===== src/rtl/mtime_responder_pkg.sv =====
// Shared definitions for the memory-mapped machine timer.
//   - register offsets inside the 16-byte timer window
//   - access FSM state encoding
//   - byte-lane helpers used for masked reads and partial writes
package mtime_responder_pkg;

  localparam logic [3:0] MTIME_OFFSET    = 4'h0;
  localparam logic [3:0] MTIMECMP_OFFSET = 4'h8;

  typedef enum logic [1:0] {
    ST_IDLE = 2'd0,
    ST_BUSY = 2'd1,
    ST_DONE = 2'd2
  } state_e;

  // Expand an 8-bit lane enable into a 64-bit bit mask.
  function automatic logic [63:0] be_mask(input logic [7:0] be);
    logic [63:0] m;
    m = 64'd0;
    for (int i = 0; i < 8; i++) begin
      m[8*i +: 8] = {8{be[i]}};
    end
    return m;
  endfunction

  // Replace the enabled lanes of cur with the matching lanes of nxt.
  function automatic logic [63:0] be_merge(input logic [63:0] cur,
                                           input logic [63:0] nxt,
                                           input logic [7:0]  be);
    logic [63:0] m;
    m = be_mask(be);
    return (nxt & m) | (cur & ~m);
  endfunction

endpackage


===== src/rtl/mtime_responder_if.sv =====
// Bus between memory_controller (master) and the timer responder (slave).
//   address/write_data/byte_enable : access target and payload
//   output_enable/write_enable     : read / write request
//   chip_select                    : this responder selected
//   read_data/busy                 : response from the responder
interface mtime_responder_if #(
  parameter int ADDR_SIZE = 12
) ();
  logic [ADDR_SIZE-1:0] address;
  logic [63:0]          write_data;
  logic                 output_enable;
  logic                 write_enable;
  logic                 chip_select;
  logic [7:0]           byte_enable;
  logic [63:0]          read_data;
  logic                 busy;

  modport master (
    output address, write_data, output_enable, write_enable, chip_select, byte_enable,
    input  read_data, busy
  );

  modport slave (
    input  address, write_data, output_enable, write_enable, chip_select, byte_enable,
    output read_data, busy
  );
endinterface


===== src/rtl/mtime_prescaler.sv =====
// Free-running modulo-PRESCALE counter that pulses tick for one cycle on
// the final count, which is the cycle mtime advances.
//   clock, reset : clock and asynchronous active-high reset
//   tick         : high during the last cycle of each PRESCALE period
module mtime_prescaler #(
  parameter int PRESCALE = 1
) (
  input  logic clock,
  input  logic reset,
  output logic tick
);
  localparam int PW = (PRESCALE > 1) ? $clog2(PRESCALE) : 1;
  localparam logic [PW-1:0] CNT_LAST = PW'(PRESCALE - 1);

  logic [PW-1:0] cnt_q;
  logic [PW-1:0] cnt_d;
  logic          wrap_s;

  assign wrap_s = (cnt_q == CNT_LAST);
  assign tick   = wrap_s;

  // Next count: wrap to zero after the last value.
  always_comb begin
    cnt_d = cnt_q;
    if (wrap_s) begin
      cnt_d = {PW{1'b0}};
    end else begin
      cnt_d = cnt_q + PW'(1);
    end
  end

  // Count register.
  always_ff @(posedge clock or posedge reset) begin
    if (reset) begin
      cnt_q <= {PW{1'b0}};
    end else begin
      cnt_q <= cnt_d;
    end
  end
endmodule


===== src/rtl/mtime_responder.sv =====
// RISC-V machine timer behind the memory controller.
//   clock, reset : clock and asynchronous active-high reset
//   bus          : slave side of the mem handshake (read/write, busy)
//   timer_irq    : registered mtime >= mtimecmp (unsigned)
// Map: offset 0x0 mtime, 0x8 mtimecmp; any address with bits above [3]
// set reads 0 and drops writes, but still runs the full busy handshake.
module mtime_responder
  import mtime_responder_pkg::*;
#(
  parameter int ADDR_SIZE = 12,
  parameter int DATA_SIZE = 64,
  parameter int BUSY_TIME = 12,
  parameter int PRESCALE  = 1
) (
  input  logic                clock,
  input  logic                reset,
  mtime_responder_if.slave    bus,
  output logic                timer_irq
);
  localparam int CW = (BUSY_TIME > 1) ? $clog2(BUSY_TIME) : 1;
  localparam logic [CW-1:0] CNT_LAST = CW'(BUSY_TIME - 1);

  state_e                 state_q, state_d;
  logic [CW-1:0]          cnt_q, cnt_d;
  logic [ADDR_SIZE-1:3]   addr_q, addr_d;
  logic [DATA_SIZE-1:0]   wdata_q, wdata_d;
  logic [7:0]             be_q, be_d;
  logic                   rd_op_q, rd_op_d;
  logic                   wr_op_q, wr_op_d;
  logic [DATA_SIZE-1:0]   rdata_q, rdata_d;
  logic                   busy_q, busy_d;
  logic [DATA_SIZE-1:0]   mtime_q, mtime_d;
  logic [DATA_SIZE-1:0]   mtimecmp_q, mtimecmp_d;
  logic                   irq_q, irq_d;

  logic                   tick_s;
  logic                   in_range_s;
  logic                   sel_mtime_s;
  logic                   sel_cmp_s;
  logic [DATA_SIZE-1:0]   mtime_inc_s;
  logic [DATA_SIZE-1:0]   cur_s;
  logic                   unused_addr_bits_s;

  mtime_prescaler #(.PRESCALE(PRESCALE)) u_prescaler (
    .clock (clock),
    .reset (reset),
    .tick  (tick_s)
  );

  // Byte offset within a register is irrelevant; only [3] picks the register.
  assign unused_addr_bits_s = ^bus.address[2:0];

  assign in_range_s  = (addr_q[ADDR_SIZE-1:4] == {(ADDR_SIZE-4){1'b0}});
  assign sel_mtime_s = ({addr_q[3], 3'b000} == MTIME_OFFSET);
  assign sel_cmp_s   = ({addr_q[3], 3'b000} == MTIMECMP_OFFSET);

  assign bus.read_data = rdata_q;
  assign bus.busy      = busy_q;
  assign timer_irq     = irq_q;

  // Addressed register value and the free-running increment of mtime.
  always_comb begin
    mtime_inc_s = mtime_q;
    cur_s       = {DATA_SIZE{1'b0}};
    if (tick_s) begin
      mtime_inc_s = mtime_q + 64'd1;
    end else begin
      mtime_inc_s = mtime_q;
    end
    if (!in_range_s) begin
      cur_s = {DATA_SIZE{1'b0}};
    end else if (sel_cmp_s) begin
      cur_s = mtimecmp_q;
    end else if (sel_mtime_s) begin
      cur_s = mtime_q;
    end else begin
      cur_s = {DATA_SIZE{1'b0}};
    end
  end

  // Access FSM, read capture and register update.
  always_comb begin
    state_d    = state_q;
    cnt_d      = cnt_q;
    addr_d     = addr_q;
    wdata_d    = wdata_q;
    be_d       = be_q;
    rd_op_d    = rd_op_q;
    wr_op_d    = wr_op_q;
    rdata_d    = rdata_q;
    busy_d     = busy_q;
    mtime_d    = mtime_inc_s;
    mtimecmp_d = mtimecmp_q;
    // The compare sees the registered values, giving the one-cycle lag.
    irq_d      = (mtime_q >= mtimecmp_q);

    case (state_q)
      ST_IDLE: begin
        if (bus.chip_select && (bus.output_enable || bus.write_enable)) begin
          addr_d  = bus.address[ADDR_SIZE-1:3];
          wdata_d = bus.write_data;
          be_d    = bus.byte_enable;
          rd_op_d = bus.output_enable;
          wr_op_d = bus.write_enable;
          cnt_d   = {CW{1'b0}};
          busy_d  = 1'b1;
          state_d = ST_BUSY;
        end else begin
          busy_d  = 1'b0;
        end
      end
      ST_BUSY: begin
        if (cnt_q == CNT_LAST) begin
          busy_d  = 1'b0;
          state_d = ST_DONE;
          // A combined read+write still returns the pre-write value.
          if (rd_op_q) begin
            rdata_d = cur_s & be_mask(be_q);
          end else begin
            rdata_d = rdata_q;
          end
          if (wr_op_q && in_range_s && sel_cmp_s) begin
            mtimecmp_d = be_merge(mtimecmp_q, wdata_q, be_q);
          end else if (wr_op_q && in_range_s && sel_mtime_s) begin
            // Disabled lanes keep the incremented value of this edge.
            mtime_d = be_merge(mtime_inc_s, wdata_q, be_q);
          end else begin
            mtimecmp_d = mtimecmp_q;
          end
        end else begin
          cnt_d = cnt_q + CW'(1);
        end
      end
      ST_DONE: begin
        busy_d  = 1'b0;
        state_d = ST_IDLE;
      end
      default: begin
        busy_d  = 1'b0;
        state_d = ST_IDLE;
      end
    endcase
  end

  // State and register bank.
  always_ff @(posedge clock or posedge reset) begin
    if (reset) begin
      state_q    <= ST_IDLE;
      cnt_q      <= {CW{1'b0}};
      addr_q     <= {(ADDR_SIZE-3){1'b0}};
      wdata_q    <= {DATA_SIZE{1'b0}};
      be_q       <= 8'h00;
      rd_op_q    <= 1'b0;
      wr_op_q    <= 1'b0;
      rdata_q    <= {DATA_SIZE{1'b0}};
      busy_q     <= 1'b0;
      mtime_q    <= {DATA_SIZE{1'b0}};
      mtimecmp_q <= {DATA_SIZE{1'b1}};
      irq_q      <= 1'b0;
    end else begin
      state_q    <= state_d;
      cnt_q      <= cnt_d;
      addr_q     <= addr_d;
      wdata_q    <= wdata_d;
      be_q       <= be_d;
      rd_op_q    <= rd_op_d;
      wr_op_q    <= wr_op_d;
      rdata_q    <= rdata_d;
      busy_q     <= busy_d;
      mtime_q    <= mtime_d;
      mtimecmp_q <= mtimecmp_d;
      irq_q      <= irq_d;
    end
  end
endmodule


===== src/flat_wrapper.sv =====
// flat-port wrapper written by rule: the top's interface ports become plain ports
module mtime_responder_flat import mtime_responder_pkg::*;
#(
  parameter int ADDR_SIZE = 12,
  parameter int DATA_SIZE = 64,
  parameter int BUSY_TIME = 12,
  parameter int PRESCALE  = 1
)
  (clock, reset, timer_irq, bus_address, bus_write_data, bus_output_enable, bus_write_enable, bus_chip_select, bus_byte_enable, bus_read_data, bus_busy);
  mtime_responder_if #(.ADDR_SIZE(ADDR_SIZE)) bus_i ();
  input  logic clock;
  input  logic reset;
  output logic timer_irq;
  input wire logic [$bits(bus_i.address)-1:0] bus_address;
  input wire logic [$bits(bus_i.write_data)-1:0] bus_write_data;
  input wire logic [$bits(bus_i.output_enable)-1:0] bus_output_enable;
  input wire logic [$bits(bus_i.write_enable)-1:0] bus_write_enable;
  input wire logic [$bits(bus_i.chip_select)-1:0] bus_chip_select;
  input wire logic [$bits(bus_i.byte_enable)-1:0] bus_byte_enable;
  output wire logic [$bits(bus_i.read_data)-1:0] bus_read_data;
  output wire logic [$bits(bus_i.busy)-1:0] bus_busy;
  assign bus_i.address = bus_address;
  assign bus_i.write_data = bus_write_data;
  assign bus_i.output_enable = bus_output_enable;
  assign bus_i.write_enable = bus_write_enable;
  assign bus_i.chip_select = bus_chip_select;
  assign bus_i.byte_enable = bus_byte_enable;
  assign bus_read_data = bus_i.read_data;
  assign bus_busy = bus_i.busy;
  mtime_responder #(.ADDR_SIZE(ADDR_SIZE), .DATA_SIZE(DATA_SIZE), .BUSY_TIME(BUSY_TIME), .PRESCALE(PRESCALE)) u_core (.clock(clock), .reset(reset), .bus(bus_i), .timer_irq(timer_irq));
endmodule

===== config.mk =====
export PLATFORM = sky130hd
export DESIGN_NAME = mtime_responder_flat
export DESIGN_NICKNAME = d
export VERILOG_FILES = /design/src/rtl/mtime_responder_pkg.sv /design/src/rtl/mtime_responder_if.sv /design/src/rtl/mtime_prescaler.sv /design/src/rtl/mtime_responder.sv /design/src/flat_wrapper.sv
export SDC_FILE = /design/constraint.sdc
export NUM_CORES = 1
export LEC_CHECK = 0
export CAP_MARGIN = 20
export CORE_MARGIN = 10
export CORE_UTILIZATION = 40
export DETAILED_ROUTE_END_ITERATION = 12
export PLACE_DENSITY = 0.66
export SYNTH_ARGS = -nofsm -noshare
export SYNTH_HDL_FRONTEND = slang
export SYNTH_HIERARCHICAL = 1
export SYNTH_SLANG_ARGS = --single-unit
export TNS_END_PERCENT = 30

===== constraint.sdc =====
create_clock -name clock -period 20.5 [get_ports clock]
set_clock_uncertainty 0.05 [all_clocks]
set_input_delay 4.1 -clock clock [delete_from_list [all_inputs] [get_ports clock]]
set_output_delay 4.1 -clock clock [all_outputs]
set_load 0.05 [all_outputs]

==> results_dict.tcl, run 1 <==
set metrics [dict create \
    synth_common_cells "dfrtp_1 (219), nand2_1 (166), mux2_2 (147)" \
    drc 0 \
    drtPass1Iterations 5 \
    final_nets 1588 \
    clock_latency_ns 0.50 \
    initial_core_util_pct 40.6 \
    clock.fmax_ghz 0.169 \
    synthToLayoutAreaGrowth_pct 23.1 \
    drt-met1-wl_um 15700 \
    clock_sinks 283 \
    n_fill_cell 3155 \
    maxUsedRoutingLayer "met5" \
    status "finished clean" \
    num_io_pins 155 \
    coreArea_um2 34500 \
    clock_path_buffers 3 \
    setup_viol 0 \
    path_cells "clkdlybuf4s50_1" \
    yosysTopAreaCellShare_pct 39.1 \
    path_buf_inv 1 \
    cts_tree "yes" \
    grt_overflow_total 0 \
    worstPathRequired_ns 16.35 \
    dp_slack_ns 13.98 \
    synth_most_common_cell "dfrtp_1" \
    setup.worst_path.end_class "output pin" \
    diodes 0 \
    yosys_warnings 6 \
    fp.dieArea_um2 42900 \
    powerDensity_nw_per_um2 100 \
    post_cts_buffers 0 \
    syn_inst 1273 \
    tightest_slew_ns 0.917 \
    die_y_um 207 \
    ys_types 53 \
    via_per_inst 5.15 \
    ctsHtreeMaxLevel 2 \
    postLayoutCoreUtil_pct 49.9 \
    synth_edf_count 0 \
    worstSetupPathType "flip-flop to output pin" \
    worst_slack_ns 14.59 \
    arrival_ns 1.76 \
    avgSynthCellArea_um2 11.0 \
    vias 9857 \
    yosys-top-cells-area "dfrtp_1 (39%), dfstp_2 (12%), mux2_2 (12%), ha_1 (5.9%), mux2i_1 (4.6%)" \
    routed_wl_um 34100 \
    drv_slew 0 \
    final.period_utilization_pct 28.8 \
    numPortBuffers 151 \
    maxCapViolCount 0 \
    core.rowCount 68 \
    ir_worst_vdd_v 0.0000597 \
    drtAntennaViolNets 0 \
    routabilityCongestion 0.834 \
    ys_async_sr_fraction_pct 100 \
    wl_met2_um 16300 \
    ys_seq_area_share_pct 51.1 \
    max_stage_delay_ns 0.83 \
    wl_met3_um 1540 \
    hp-class "flip-flop to flip-flop" \
    grt.total_usage_pct 15.6 \
    clk_pin_slew_ns 0.06 \
    ys_ff_latch 283 \
    cts_made_buffers 34 \
    antenna_found_initial 1 \
    max_slew_margin_pct 38.9 \
    fin_crit_ns 5.91 \
    synth_area_um2 14000 \
    fin_tns_setup_ns 0 \
    cp_max_fo 2 \
    crit_slowest_cell "clkdlybuf4s50_1" \
    yosysTopAreaCell "dfrtp_1" \
    post_cts_resized 0 \
    power_leakage_nw 7.06 \
    syn_nets 1428 \
    hold_viol 0 \
    rsz0062_at_grt "no" \
    clock-root-buffer "clkbuf_16" \
    first_global_vias 10100 \
    drtIter0Drc 463 \
    cts_hold_buf 0 \
    crit_family "buffers and inverters" \
    grt_pass1_wl_um 55600 \
    grt_max_degree 133 \
    finalPower_mw 1.73 \
    place_hpwl_um 24200 \
    dieWidth_um 207 \
    drive_gt1_share_pct 21.1 \
    wl_per_cell_um 17.9 \
    start_kind "flip-flop" \
    synthFlopType "dfrtp_1" \
]
[routing by layer]
metal  track usage (%)  vias to the layer above
li1                  -                     4771
met4              3.79                        2
met5                 0                        -
met1              20.3                     4879
met2              25.8                      161
met3              3.32                       44
[per-stage QoR]
stage / hold WS [ns] / std cells / area (µm²)
after floorplan: 0.411 / 1273 / 14000
after global placement: 0.415 / 1850 / 16000
after detailed placement: 0.420 / 1850 / 16000
final: 0.425 / 1913 / 17200
after CTS: 0.432 / 1911 / 17200
after global routing: 0.456 / 1913 / 17200
[report_power, final]
part           internal, mW  switching (mW)  total [mW]
sequential            0.667           0.128       0.796
clock                 0.389           0.232       0.622
combinational         0.176           0.133       0.309
[path summary, 6_finish.rpt]
| check | startpoint | slack (ns) | cells past startpoint | end |
|---|---|---|---|---|
| setup / recovery | u_core/bus.read_data[62]$_DFFE_PP0P_ | 14.59 | 1 | bus_read_data[62] |
| hold / removal | u_core/bus.read_data[49]$_DFFE_PP0P_ | 0.42 | 2 | u_core/bus.read_data[49]$_DFFE_PP0P_ |
| setup reg to reg | u_core/addr_q[5]$_DFFE_PP0P_ | 17.49 | 6 | flip-flop |
| hold reg to reg | u_core/bus.read_data[49]$_DFFE_PP0P_ | 0.42 | 2 | u_core/bus.read_data[49]$_DFFE_PP0P_ |
| max in group asynchronous | reset | 14.73 | 3 | u_core/mtime_q[29]$_DFF_PP0_ |
| min in group asynchronous | reset | 4.15 | 2 | u_core/wdata_q[27]$_DFFE_PP0P_ |
[cells in the final DEF, fill, tap and decap left out, types with 2 or more instances in the layout]
cell,count
and2_1,6
xnor2_1,38
nand2_1,165
a21o_1,7
clkbuf_8,7
nor2b_1,3
and2_0,3
and3_1,12
mux2i_1,65
nor4_2,4
or4_1,2
clkbuf_1,5
nor3_2,5
nor4_4,2
clkbuf_16,35
clkinv_2,6
buf_4,11
o21ai_0,89
dfstp_2,64
o21ai_1,10
nand4_1,30
nor2_1,57
dfrtp_1,218
clkinv_4,2
inv_1,79
o221ai_1,2
clkdlybuf4s50_1,151
o21ai_2,6
mux2_2,147
a211oi_1,5
bufinv_16,4
ha_1,66
xor2_1,27
a21oi_1,50
a2111oi_0,3
nor4_1,11
nor3_1,10
nand3_1,26
[area by class of cell]
type                    count  area, µm²  area share [%]
clock buffers              47        991            5.75
well taps                 455        569            3.30
repair buffers            164       1630            9.47
flip-flops and latches    283       7170            41.6
multi-input cells         870       6390            37.1
clock inverters            14        184            1.07
inverters                  80        308            1.79
[logic make-up after synthesis]
logic type               count (synthesis)  share of synthesized area, %
buffers and inverters                  120                          3.38
AND/OR/NAND/NOR                        348                          12.0
AO/OA/AOI/OAI                          177                          6.96
flip-flops                             283                          51.1
adder cells (fa/ha/maj)                 66                          5.89
XOR/XNOR                                65                          4.06
other                                    1                        0.0268
multiplexers                           213                          16.5
Power figures use the tool's default switching activity.
==> run 2: changes to the inputs <==
==> constraint.sdc (replaced) <==
create_clock -name clock -period 5.55 [get_ports clock]
set_clock_uncertainty 0.05 [all_clocks]
set_input_delay 1.11 -clock clock [delete_from_list [all_inputs] [get_ports clock]]
set_output_delay 1.11 -clock clock [all_outputs]
set_load 0.05 [all_outputs]
==> run 2 against run 1 <==
Compared with the run above: worst hold slack improved by 0.0075 ns; utilization decreased by 0.17 points; cell count decreased by 0.21%; total power increased to 3.7 times the previous value; non-clock buffer count decreased by 1; sequential power increased to 3.7 times the previous value; die area unchanged; sequential cell count unchanged; largest cell class unchanged; largest power group unchanged; highest routed layer is now met4.
==> results_dict.tcl, run 2 (synthesis results as in run 1) <==
set metrics [dict create \
    worstSetupPathType "flip-flop to output pin" \
    power_leakage_nw 7.04 \
    worstHoldPathCells 2 \
    ir_worst_vdd_v 0.000275 \
    final_common_cell "dfrtp_1" \
    initial_core_util_pct 40.6 \
    crit_cells 1 \
    crit_end "bus_read_data[62]" \
    maxCapViolCount 0 \
    clock_latency_ns 0.56 \
    cts_tree "yes" \
    final_nets 1584 \
    post_cts_resized 0 \
    hp-class "flip-flop to flip-flop" \
    fp.dieArea_um2 42900 \
    cp_max_fo 2 \
    clock_sinks 283 \
    grt_max_degree 145 \
    wl_per_cell_um 17.8 \
    rsz0062_at_grt "no" \
    status "finished clean" \
    final.period_utilization_pct 53.6 \
    drtAntennaViolNets 0 \
    finalPower_mw 6.32 \
    setup.worst_path.end_class "output pin" \
    coreArea_um2 34500 \
    fin_tns_setup_ns 0 \
    crit_family "buffers and inverters" \
    drv_slew 0 \
    first_global_vias 10300 \
    r2r_slack_ns 2.61 \
    postLayoutCoreUtil_pct 49.7 \
    start_kind "flip-flop" \
    grt_pass1_wl_um 56000 \
    numPortBuffers 151 \
    vias 9770 \
    via_per_inst 5.12 \
    synthToLayoutAreaGrowth_pct 22.6 \
    worstPathRequired_ns 4.39 \
    cts_made_buffers 31 \
    path_buf_inv 1 \
    arrival_ns 1.81 \
    grt.total_usage_pct 15.6 \
    crit_slowest_cell "clkdlybuf4s50_1" \
    powerDensity_nw_per_um2 368 \
    cts_hold_buf 0 \
    tightest_slew_ns 0.839 \
    clkPwrFrac_pct 35.4 \
    layout_common_cells "dfrtp_1 (218), nand2_1 (165), clkdlybuf4s50_1 (151)" \
    core.rowCount 68 \
    drc 0 \
    placed_area_um2 16000 \
    fin_area_um2 17200 \
    path_cells "clkdlybuf4s50_1" \
    p_int_mw 4.51 \
    grt_overflow_total 0 \
    clock_path_buffers 3 \
    n_fill_cell 3171 \
    post_cts_buffers 0 \
    diodes 0 \
    drive_gt1_share_pct 20.8 \
    max_slew_margin_pct 44.1 \
    routed_wl_um 34000 \
    num_io_pins 155 \
    crit_start "u_core/bus.read_data[62]$_DFFE_PP0P_" \
    reg2reg_from "u_core/addr_q[5]$_DFFE_PP0P_" \
    p_seq_share_pct 46.7 \
    multi_input_area_um2 6390 \
    place_hpwl_um 24100 \
    setup_viol 0 \
    max_stage_delay_ns 0.83 \
    fin_crit_ns 2.97 \
    clock.fmax_ghz 0.336 \
    rr_worst_depth 6 \
    ctsHtreeMaxLevel 1 \
    drtPass1Iterations 5 \
    routabilityCongestion 0.845 \
    dieWidth_um 207 \
    switching_power_mw 1.82 \
    antenna_found_initial 0 \
    combinationalPowerShare_pct 17.9 \
    seqCellArea_um2 7170 \
    die_y_um 207 \
    swShare_pct 28.7 \
    hold_viol 0 \
    hold_ws_ns 0.432 \
    drtIter0Drc 587 \
    clock-root-buffer "clkbuf_16" \
    clk_pin_slew_ns 0.06 \
]
## run 2: changes by cell type in the layout (fill, tap and decap cells not counted), moves of 2 or more
cell	change
clkbuf_16	-4
clkinv_4	-2
bufinv_16	+2
buf_4	-3
buf_12	+2
## run 2: worst min-delay path by stage
stage                                         startpoint                                   end  slack, ns
floorplan                 u_core/wdata_q[40]$_DFFE_PP0P_          u_core/mtime_q[40]$_DFF_PP0_       0.41
global route        u_core/bus.read_data[40]$_DFFE_PP0P_  u_core/bus.read_data[40]$_DFFE_PP0P_       0.46
finish              u_core/bus.read_data[49]$_DFFE_PP0P_  u_core/bus.read_data[49]$_DFFE_PP0P_       0.43
detailed placement           u_core/bus.busy$_DFFE_PP0P_           u_core/bus.busy$_DFFE_PP0P_       0.42
CTS                 u_core/bus.read_data[53]$_DFFE_PP0P_  u_core/bus.read_data[53]$_DFFE_PP0P_       0.44
global placement    u_core/bus.read_data[51]$_DFFE_PP0P_  u_core/bus.read_data[51]$_DFFE_PP0P_       0.42
## run 2: per-stage QoR
stage / worst slack [ns] / instances
floorplan: 0.693 / 1273
global placement: 2.09 / 1848
detailed placement: 2.10 / 1848
CTS: 2.08 / 1906
global route: 2.39 / 1909
finish: 2.58 / 1909
## run 2: layout make-up
type | count | share of cell area, %
well taps | 455 | 3.31
clock inverters | 15 | 1.35
inverters | 80 | 1.77
repair buffers | 163 | 9.49
clock buffers | 43 | 5.18
multi-input cells | 870 | 37.2
flip-flops and latches | 283 | 41.7
## run 2: metal layers
layer	wire [µm]	vias to the layer above	track usage, %	share of wire, %
met5	0	-	0	0
met4	695	0	3.44	2.0
met3	1670	43	2.71	4.9
met2	15900	174	25.7	47
met1	15700	4817	21.0	46
li1	-	4736	-	-
## run 2: power by group through the flow
stage / Sequential, mW / Combinational [mW] / Clock, mW
2_1_floorplan: 2.76 / 0.939 / 0
3_3_place_gp: 2.98 / 1.12 / 0
3_5_place_dp: 2.99 / 1.14 / 0
4_1_cts: 2.96 / 1.15 / 2.30
5_1_grt: 3.03 / 1.26 / 2.38
6_report: 2.95 / 1.13 / 2.24
==> run 3: changes to the inputs <==
==> constraint.sdc (replaced) <==
create_clock -name clock -period 3 [get_ports clock]
set_clock_uncertainty 0.05 [all_clocks]
set_input_delay 0.6 -clock clock [delete_from_list [all_inputs] [get_ports clock]]
set_output_delay 0.6 -clock clock [all_outputs]
set_load 0.05 [all_outputs]
==> run 3 against run 2 <==
Compared with the run above: clock power rose by 88%; routed wire length grew 2.0%; utilization increased by 0.55 points; sequential share of layout area fell by 0.46 points; register-to-register slack got worse by 2.2 ns; clock-buffer cell count rose by 7; first-iteration DRC count decreased by 7.2%; sequential cell count did not move; final area up 1.1%; largest power group unchanged.
==> results_dict.tcl, run 3 (synthesis results as in run 1) <==
set metrics [dict create \
    max_slew_margin_pct 44.3 \
    swShare_pct 28.8 \
    drive_gt1_share_pct 21.7 \
    core.rowCount 68 \
    routabilityCongestion 0.852 \
    initial_core_util_pct 40.6 \
    post_cts_buffers 0 \
    fin_crit_ns 2.63 \
    drtPass1Iterations 5 \
    vias 9944 \
    num_io_pins 155 \
    antenna_found_initial 0 \
    final.period_utilization_pct 87.7 \
    hp-class "flip-flop to flip-flop" \
    p_seq_share_pct 45.8 \
    fp.dieArea_um2 42900 \
    drtIter0Drc 545 \
    clock.fmax_ghz 0.380 \
    grt_max_degree 127 \
    coreArea_um2 34500 \
    numPortBuffers 151 \
    worstSetupPathType "flip-flop to flip-flop" \
    finalPower_mw 11.8 \
    powerDensity_nw_per_um2 681 \
    hold_ws_ns 0.430 \
    hp-start "u_core/bus.read_data[56]$_DFFE_PP0P_" \
    cp_max_fo 3 \
    clock_path_buffers 3 \
    worstPathRequired_ns 3.35 \
    combinationalPowerShare_pct 18.6 \
    drv_slew 0 \
    fin_area_um2 17400 \
    worstHoldPathCells 2 \
    rr_worst_depth 9 \
    placed_area_um2 16200 \
    final_nets 1606 \
    status "finished clean" \
    die_y_um 207 \
    maxCapViolCount 0 \
    drtAntennaViolNets 0 \
    setup.worst_path.end_class "flip-flop" \
    clkPwrFrac_pct 35.6 \
    hold_viol 0 \
    dieWidth_um 207 \
    diodes 0 \
    post_cts_resized 0 \
    fin_tns_setup_ns 0 \
    clock_sinks 283 \
    cts_hold_buf 0 \
    grt_overflow_total 0 \
    clock_latency_ns 0.51 \
    grt_pass1_wl_um 57200 \
    synthToLayoutAreaGrowth_pct 24.0 \
    via_per_inst 5.15 \
    switching_power_mw 3.41 \
    power_leakage_nw 7.13 \
    tightest_slew_ns 0.835 \
    routed_wl_um 34600 \
    final_common_cell "dfrtp_1" \
    rsz0062_at_grt "no" \
    clk_pin_slew_ns 0.06 \
    place_hpwl_um 25300 \
    clock-root-buffer "clkbuf_16" \
    setup_viol 0 \
    first_global_vias 10600 \
    grt.total_usage_pct 16.0 \
    p_int_mw 8.42 \
    start_kind "flip-flop" \
    cts_made_buffers 34 \
    arrival_ns 2.98 \
    ir_worst_vdd_v 0.000481 \
    layout_common_cells "dfrtp_1 (218), nand2_1 (165), clkdlybuf4s50_1 (151)" \
    cts_tree "yes" \
    postLayoutCoreUtil_pct 50.3 \
    ctsHtreeMaxLevel 2 \
    wl_per_cell_um 17.9 \
    drc 0 \
]
[run 3: cell count changes in the layout (fill, tap and decap cells not counted)]
cell | previous run | this run
clkbuf_1 | 5 | 10
dlymetal6s2s_1 | 1 | 0
clkinv_2 | 7 | 3
buf_12 | 2 | 4
clkinv_4 | 0 | 2
buf_4 | 8 | 27
clkbuf_16 | 31 | 35
clkbuf_8 | 7 | 5
clkbuf_4 | 1 | 0
bufinv_16 | 6 | 4
[run 3: critical path: stages (launching register included)]
cell	delay [ns]
dfstp_2	0.53
inv_1	0.04
ha_1	0.29
a211oi_1	0.28
nand2_1	0.08
o211a_1	0.22
a2111oi_0	0.38
buf_4	0.20
o221ai_1	0.21
a21o_1	0.23
[run 3: area by class of cell]
cell class | count | area (µm²)
Clock buffer | 50 | 982
Clock inverter | 11 | 169
Fill cell | 3113 | 17200
Inverter | 80 | 304
Multi-Input combinational cell | 870 | 6390
Sequential cell | 283 | 7170
Tap cell | 455 | 569
Timing Repair Buffer | 182 | 1790
[run 3: final timing paths]
check / slack (ns) / endpoint
worst max-delay path: 0.37 / u_core/timer_irq$_DFF_PP0_
worst min-delay path: 0.43 / u_core/bus.read_data[56]$_DFFE_PP0P_
worst max register to register: 0.37 / u_core/timer_irq$_DFF_PP0_
worst min register to register: 0.43 / u_core/bus.read_data[56]$_DFFE_PP0P_
max in group asynchronous: 1.58 / u_core/mtime_q[29]$_DFF_PP0_
min in group asynchronous: 0.59 / u_core/mtime_q[59]$_DFF_PP0_
[run 3: metal layers]
| layer | global-route usage (%) | up-vias | wire length [µm] |
|---|---|---|---|
| li1 | - | 4796 | - |
| met5 | 0 | - | 0 |
| met2 | 26.5 | 210 | 16500 |
| met1 | 20.7 | 4886 | 15600 |
| met4 | 4.24 | 0 | 707 |
| met3 | 3.60 | 52 | 1800 |
[run 3: power groups by stage]
stage / Sequential [mW] / Combinational (mW) / Clock (mW)
6_report: 5.42 / 2.20 / 4.21
5_1_grt: 5.55 / 2.45 / 4.49
4_1_cts: 5.43 / 2.24 / 4.33
3_5_place_dp: 5.49 / 2.22 / 0
3_3_place_gp: 5.46 / 2.16 / 0
2_1_floorplan: 5.10 / 1.74 / 0
[run 3: per-stage QoR]
step	setup slack, ns	cells
floorplan	-1.35	1273
global placement	0.300	1870
detailed placement	0.292	1870
CTS	0.276	1931
global route	0.154	1931
finish	0.369	1931
